`config.mk`:
```
export PLATFORM = sky130hd
export DESIGN_NAME = brick_fall_ctrl
export DESIGN_NICKNAME = d
export VERILOG_FILES = /design/src/rtl/brick_fall_ctrl.sv
export SDC_FILE = /design/constraint.sdc
export NUM_CORES = 1
export LEC_CHECK = 0
export CAP_MARGIN = 20
export CORE_MARGIN = 1
export CORE_UTILIZATION = 52
export DETAILED_ROUTE_END_ITERATION = 8
export HOLD_SLACK_MARGIN = 0.03
export PLACE_DENSITY_LB_ADDON = 0.08
export SETUP_SLACK_MARGIN = 0.4
export SYNTH_ARGS = -nofsm -noshare
export SYNTH_HDL_FRONTEND = slang
export SYNTH_SLANG_ARGS = --single-unit
```
`constraint.sdc`:
```
create_clock -name clk -period 2.2 [get_ports clk]
set_input_delay 0.44 -clock clk [delete_from_list [all_inputs] [get_ports clk]]
set_output_delay 0.44 -clock clk [all_outputs]
set_load 0.02 [all_outputs]
```
`src/rtl/brick_fall_ctrl.sv`:
```
`default_nettype none
// ============================================================================
//  Module      : brick_fall_ctrl
//  Description : Runs one falling brick at a time. The brick spawns at an
//                LFSR-chosen column, drops one row per enabled tick, and is
//                checked against the paddle on the bottom row. A catch adds
//                to a saturating score. A miss costs a life and can end the
//                game.
//  Revision    : 1.0 - initial release
// ============================================================================
module brick_fall_ctrl #(
    parameter int          COLS      = 8,
    parameter int          ROWS      = 16,
    parameter int          X_W       = 3,
    parameter int          Y_W       = 4,
    parameter int          PADDLE_W  = 2,
    parameter int          LIVES     = 3,
    parameter int          SCORE_W   = 8,
    parameter logic [7:0]  LFSR_SEED = 8'hA5
) (
    input  logic               clk,
    input  logic               reset,
    input  logic               i_enable,
    input  logic               i_tick,
    input  logic               i_start,
    input  logic [X_W-1:0]     i_paddle_x,
    output logic [X_W-1:0]     o_brick_x,
    output logic [Y_W-1:0]     o_brick_y,
    output logic               o_brick_active,
    output logic               o_caught,
    output logic               o_missed,
    output logic [SCORE_W-1:0] o_score,
    output logic [2:0]         o_lives,
    output logic               o_game_over
);

    typedef enum logic [2:0] {
        S_IDLE  = 3'd0,
        S_SPAWN = 3'd1,
        S_FALL  = 3'd2,
        S_CHECK = 3'd3,
        S_OVER  = 3'd4
    } state_t;

    localparam logic [X_W-1:0]     c_X_MASK    = X_W'(COLS - 1);
    localparam logic [Y_W-1:0]     c_Y_LAST    = Y_W'(ROWS - 1);
    localparam logic [X_W:0]       c_PADDLE_W  = (X_W + 1)'(PADDLE_W);
    localparam logic [2:0]         c_LIVES     = 3'(LIVES);
    localparam logic [SCORE_W-1:0] c_SCORE_MAX = '1;

    state_t               r_state;
    state_t               w_next_state;
    logic [7:0]           r_lfsr;
    logic [X_W-1:0]       r_brick_x;
    logic [Y_W-1:0]       r_brick_y;
    logic                 r_brick_active;
    logic                 r_caught;
    logic                 r_missed;
    logic [SCORE_W-1:0]   r_score;
    logic [2:0]           r_lives;
    logic                 r_game_over;

    logic                 w_lfsr_fb;
    logic                 w_fall_tick;
    logic [X_W:0]         w_bx_ext;
    logic [X_W:0]         w_px_ext;
    logic [X_W:0]         w_px_end;
    logic                 w_hit;
    logic [2:0]           w_lives_dec;

    // Fibonacci taps for x^8+x^6+x^5+x^4+1
    assign w_lfsr_fb   = r_lfsr[7] ^ r_lfsr[5] ^ r_lfsr[4] ^ r_lfsr[3];
    assign w_fall_tick = i_tick & i_enable;

    // One extra bit so a paddle at the right edge does not wrap to column 0
    assign w_bx_ext    = {1'b0, r_brick_x};
    assign w_px_ext    = {1'b0, i_paddle_x};
    assign w_px_end    = w_px_ext + c_PADDLE_W;
    assign w_hit       = (w_bx_ext >= w_px_ext) && (w_bx_ext < w_px_end);
    assign w_lives_dec = r_lives - 3'd1;

    // State register
    always_ff @(posedge clk or posedge reset) begin
        if (reset) begin
            r_state <= S_IDLE;
        end else begin
            r_state <= w_next_state;
        end
    end

    // Next-state decode
    always_comb begin
        w_next_state = r_state;
        case (r_state)
            S_IDLE:  if (i_start) w_next_state = S_SPAWN;
            S_SPAWN: w_next_state = S_FALL;
            S_FALL:  if (w_fall_tick && (r_brick_y == c_Y_LAST)) w_next_state = S_CHECK;
            S_CHECK: begin
                if (!w_hit && (w_lives_dec == 3'd0)) begin
                    w_next_state = S_OVER;
                end else begin
                    w_next_state = S_SPAWN;
                end
            end
            S_OVER:  if (i_start) w_next_state = S_SPAWN;
            default: w_next_state = S_IDLE;
        endcase
    end

    // Brick position, score, lives and LFSR updates; caught/missed default low
    always_ff @(posedge clk or posedge reset) begin
        if (reset) begin
            r_lfsr         <= LFSR_SEED;
            r_brick_x      <= '0;
            r_brick_y      <= '0;
            r_brick_active <= 1'b0;
            r_caught       <= 1'b0;
            r_missed       <= 1'b0;
            r_score        <= '0;
            r_lives        <= c_LIVES;
            r_game_over    <= 1'b0;
        end else begin
            r_caught <= 1'b0;
            r_missed <= 1'b0;
            case (r_state)
                S_SPAWN: begin
                    r_brick_x      <= r_lfsr[X_W-1:0] & c_X_MASK;
                    r_brick_y      <= '0;
                    r_brick_active <= 1'b1;
                    r_lfsr         <= {r_lfsr[6:0], w_lfsr_fb};
                end
                S_FALL: begin
                    if (w_fall_tick && (r_brick_y != c_Y_LAST)) begin
                        r_brick_y <= r_brick_y + Y_W'(1);
                    end
                end
                S_CHECK: begin
                    if (w_hit) begin
                        r_caught <= 1'b1;
                        if (r_score != c_SCORE_MAX) begin
                            r_score <= r_score + SCORE_W'(1);
                        end
                    end else begin
                        r_missed       <= 1'b1;
                        r_lives        <= w_lives_dec;
                        r_brick_active <= 1'b0;
                        if (w_lives_dec == 3'd0) begin
                            r_game_over <= 1'b1;
                        end
                    end
                end
                S_OVER: begin
                    if (i_start) begin
                        r_score     <= '0;
                        r_lives     <= c_LIVES;
                        r_game_over <= 1'b0;
                        r_lfsr      <= LFSR_SEED;
                    end
                end
                default: begin
                end
            endcase
        end
    end

    assign o_brick_x      = r_brick_x;
    assign o_brick_y      = r_brick_y;
    assign o_brick_active = r_brick_active;
    assign o_caught       = r_caught;
    assign o_missed       = r_missed;
    assign o_score        = r_score;
    assign o_lives        = r_lives;
    assign o_game_over    = r_game_over;

endmodule
`default_nettype wire

```
# Word level (Yosys, flattened, before mapping)

Cells that the tools add are included.
W data, S select, Z words.

Word-level logic and storage cells: 79
Bits in registers: 33
Output and inout port bits: 22
Bits of input ports: 8

Mux-type cells: 25
Reductions and logical operators: 19
Equal/unequal tests: 15
Bitwise logic cells: 4
Add/sub/neg operators: 4
Order comparisons: 2

Operators with widths:

| cell                  | number |
|---|---|
| $mux W8               | 4 |
| $pmux W8 S2           | 2 |
| $mux W3               | 5 |
| $ne A2 B2 Y1 const B  | 7 |
| $pmux W3 S4           | 1 |
| $add A8 B1 Y8 const B | 1 |
| $mux W1               | 8 |
| $ne A8 B8 Y1 const B  | 1 |
| $pmux W4 S2           | 1 |
| $reduce_and A2 Y1     | 4 |
| $reduce_and A4 Y1     | 2 |
| $reduce_bool A2 Y1    | 4 |
| $eq A3 B2 Y1 const B  | 2 |
| $logic_not A3 Y1      | 2 |
| $pmux W3 S2           | 1 |
| $add A3 B2 Y4 const B | 1 |
| $add A4 B1 Y4 const B | 1 |
| $eq A4 B4 Y1 const B  | 1 |
| $logic_and A1 B1 Y1   | 4 |
| $lt A3 B4 Y1          | 1 |
| $mux W4               | 1 |
| $ne A4 B4 Y1 const B  | 1 |
| $pmux W1 S2           | 2 |
| $eq A3 B1 Y1 const B  | 1 |
| 9 further kinds       | 11 |

# Longest topological paths before layout

Depth in word-level cells: 7
Mapped depth: 10
Gate-level depth less buffers: 9

# Worst setup path before layout

Ideal clock, no wire load.

Path type: input to register
Start: in i_paddle_x[1]
End: reg r_score[4], in the netlist o_score[4]
Stages: 9
Arrival: 2242 ps
Slack: -120 ps
Library setup time: 78 ps
Required time: 2122 ps
Path buffers: 0
Cells stage by stage: ha_1 > inv_1 > ha_1 > nor2_1 > a211oi_1 > o21ai_1 > inv_2 > or4_1 > a21oi_1

Cells in the longest elaborated chain, start to end: 5
Elaborated cells between the ends (all ways): 6
Classes of those cells: add/sub (1); order compare (2); eq/ne (1); reduce/logical (2)

RTL lines:

| element                                | line | source |
|---|---|---|
| start, declared                        | 26   | `input logic [X_W-1:0] i_paddle_x,` |
| $add A3 B2 Y4                          | 78   | `assign w_px_end = w_px_ext + c_PADDLE_W;` |
| $lt A3 B4 Y1                           | 79   | `assign w_hit = (w_bx_ext >= w_px_ext) && (w_bx_ext < w_px_end);` |
| $logic_and A1 B1 Y1 (*)                | 79   |  |
| $ne A2 B2 Y1 (no source line) (*)      | n/a  |  |
| $reduce_and A4 Y1 (no source line) (*) | n/a  |  |
| end signal, assigned                   | 141  | `r_score <= r_score + SCORE_W'(1);` |
| end, declared                          | 59   | `logic [SCORE_W-1:0] r_score;` |

Mark *: on every way between the ends. The rest lies on a longest branch, timed or not.
A chain may end at the register's enable or synchronous reset.

# Worst setup path after layout

Start: reg r_score[4], in the netlist o_score[4]
End: reg r_score[4], in the netlist o_score[4]

Cells in the longest elaborated chain, start to end: 4
Elaborated cells between the ends (all ways): 7
Classes of those cells: add/sub (1); eq/ne (2); mux (3); reduce/logical (1)

RTL lines:

| element       | line | source |
|---|---|---|
| $add A8 B1 Y8 | 141  |  |
| $mux W8       | 140  | `if (r_score != c_SCORE_MAX) begin` |
| $mux W8       | 138  | `if (w_hit) begin` |
| $pmux W8 S2   | 125  | `case (r_state)` |

Several ways; a longest one is shown, not always the timed one. The select of a mux whose other input is x is not followed.

==> summary.txt <==
Drt
  – WL per Instance: 16.0 um
  – DR vias: 1621
  – TritonRoute pass-1 iters: 4
  – DRT iter0 DRCs: 145
  – Via/cell ratio: 5.75
  – ANT nets after route: 0
  – Final WL: 4520 um
  – Drt drc: 0

Timing
  – Tmin final: 1890 ps
  – Final worst path period share: 86.1%
  – Slew headroom: 57.9%
  – Finish-stage setup viols: 0
  – Max Freq: 528 MHz
  – WHS: 485 ps
  – RSZ-0062 raised after global routing: true
  – Final hold violations: 0
  – Fin. max-slew vios: 0
  – Setup_tns: 0 ps
  – Max Clock Skew: 21.6 ps
  – Worst-Margin Slew: 630 ps

Die
  – Starting Density: 56.7%
  – IO Pins: 30
  – DIE WIDTH: 60.6 um
  – # rows: 20
  – Die ar.: 0.00368 mm2
  – Core area: 0.00315 mm2
  – Die height: 60.6 um

Finish
  – Fraction of layout cells with a size suffix above 1: 31.9%
  – NumNets Final: 255
  – # diodes: 0
  – Layout area overhead: 40.4%

Power
  – Net Sw Frac: 42.5%
  – Net Switching: 1370 uW
  – PD cells: 1280 mW/mm2
  – Combinational cell fraction of total power: 54.4%
  – Internal power: 1850 uW
  – Leak pwr: 0.00115 uW
  – Clk pwr share: 10.3%
  – Sequential Power Share: 35.3%
  – Peak supply drop: 0.808 mV

Worst setup path
  – CP peak stage delay: 520 ps
  – Worst setup path class: reg -> reg
  – Critical path startpoint category: flip-flop
  – Slowest-stage cell, CP: or4_4
  – Worst Path Max Fanout: 9
  – Endpoint type of the worst setup path: flip-flop
  – R2R cell count: 5
  – Critical path required time: 2490 ps
  – Worst endpoint data arrival time: 2190 ps
  – Cell Chain, Critical Path: and4_4 -> a41o_1 -> and2_4 -> or4_4 -> a21oi_2

Synthesis
  – Cells after Synth: 189
  – Top FF cell, synth: dfrtp_1
  – Syn Area/Cell: 9.46 um2
  – Mapped cell area: 0.00179 mm2
  – Number of flops mapped to enable cells by yosys: 0
  – Register bit total from synthesis: 33
  – Seq/Total Area, Yosys: 46.6%
  – Ys async rst share: 100%
  – Synth warn: 0
  – Post-Syn Nets: 207
  – Netlist cell types: 43

Hold path
  – Hold Crit Class: in -> async

Place
  – Gpl congestion: 0.865
  – Port Buffers: 29
  – Dpl hpwl: 2820 um

Global routing
  – Grt ovf: 0
  – First-pass GRT wire length: 6780 um
  – Largest net degree at the start of global routing: 21
  – Initial antenna violation count: 0
  – Tot GR Track Use: 26.1%
  – Vias in the first global route: 1490

Run status
  – Status: complete, no violations

Clock network
  – CTS buffer count: 5
  – Longest Clk Path Bufs: 2
  – CTS tree: yes
  – Clock Pin Slew Worst Setup and Hold Paths: 120 ps
  – H-tree depth: 2
  – TritonCTS Sinks: 33
  – Clk_lat worst skew: 350 ps
  – CTS Hold Bufs: 0
  – Clock root buffer: clkbuf_4

Job
  – Max-cap violations: 0
==> final timing paths <==
| check | end | slack [ps] | startpoint |
|---|---|---|---|
| max in group asynchronous | r_state[2] | 1190 | reset |
| worst min-delay path | o_brick_x[0] | 490 | reset |
| worst min register to register | r_lfsr[7] | 500 | r_lfsr[6] |
| worst max register to register | o_score[4] | 310 | o_score[4] |
| worst max-delay path | o_score[4] | 310 | o_score[4] |
| min in group clk | r_lfsr[7] | 500 | r_lfsr[6] |
==> synthesized netlist by cell type (all sizes together) (3+ instances only) <==
master | count | share of area (%)
dfrtp | 27 | 38
nand2 | 23 | 5.0
inv | 14 | 2.9
nor2 | 14 | 2.9
o21ai | 14 | 3.9
a21oi | 10 | 2.8
ha | 10 | 7.0
dfstp | 6 | 8.8
clkbuf | 5 | 1.0
nor3 | 5 | 1.4
a22o | 4 | 2.0
a31oi | 4 | 1.4
a32o | 4 | 2.2
buf | 4 | 1.7
nand3 | 4 | 1.1
o31ai | 4 | 1.7
a21o | 3 | 1.3
and2 | 3 | 1.2
nor3b | 3 | 1.3
xnor2 | 3 | 1.5
==> cells by family after synthesis <==
family / after synthesis / share of synthesized area [%]
compound gates: 48 / 17.8
mux: 3 / 1.75
xor+xnor: 5 / 2.45
flops: 33 / 46.6
buf+inv: 23 / 5.74
fa+ha+maj: 10 / 7.00
simple gates: 67 / 18.7
==> registers in the layout, indices dropped and copies added, names as in the netlist <==
name	count
o_score	8
o_brick_x	3
o_brick_active	1
r_lfsr	8
r_state	3
o_game_over	1
o_lives	3
o_missed	1
o_brick_y	4
o_caught	1
==> layout by cell type, fill, tap and decap left out, types with 5 or more instances in the layout <==
master | Yosys | final
inv_1 | 13 | 12
clkdlybuf4s50_1 | 0 | 8
dlygate4sd2_1 | 0 | 18
o21ai_0 | 13 | 12
buf_4 | 0 | 16
nor2_1 | 14 | 11
dfrtp_1 | 27 | 24
dfstp_2 | 6 | 6
nand2_1 | 22 | 22
clkbuf_4 | 0 | 5
a21oi_2 | 0 | 6
==> metrics by stage <==
| stage | util (%) | std cells | setup WS [ps] | total power, uW | instance area (um2) |
|---|---|---|---|---|---|
| after floorplan | - | 189 | 116 | 2010 | 1830 |
| after CTS | 76.3 | 279 | 276 | 3010 | 2410 |
| after global routing | 79.6 | 282 | 246 | 3440 | 2510 |
| final | 79.6 | 282 | 306 | 3210 | 2510 |
| after global placement | 70.4 | 264 | -357 | 2490 | 2220 |
| after detailed placement | 70.4 | 264 | -413 | 2560 | 2220 |
==> timing repair <==
action	4_1_cts	5_1_grt
endpoints found under the setup margin	34	16
setup buffers	7	3
resized for setup	44	24
pin swaps	13	11
==> layout make-up <==
type,count,area [um2]
inverters,14,52.6
multi-input cells,133,1070
flip-flops and latches,33,837
fillers,217,643
clock buffers,8,48.8
repair buffers,50,449
well taps,44,55.1
==> worst max-delay path: cells and delay by family (launching register included) <==
| kind | cells | cell delay, ps |
|---|---|---|
| compound gates | 2 | 400 |
| flops | 1 | 480 |
| simple gates | 3 | 960 |
==> per-layer routing <==
layer	up-vias	wire length, um	share of wire [%]	global-route usage [%]
met1	801	1950	43	31.9
met2	39	2280	50	42.1
li1	764	-	-	-
met3	17	135	3.0	6.40
met4	0	153	3.4	14.9
met5	-	0	0	0
==> power groups by stage <==
stage | clock [uW] | sequential, uW | combinational, uW
final | 330 | 1130 | 1750
after global routing | 367 | 1160 | 1910
after CTS | 337 | 1100 | 1570
after detailed placement | 0 | 1110 | 1460
after global placement | 0 | 1090 | 1410
after floorplan | 0 | 1240 | 762
Power figures use the tool's default switching activity.
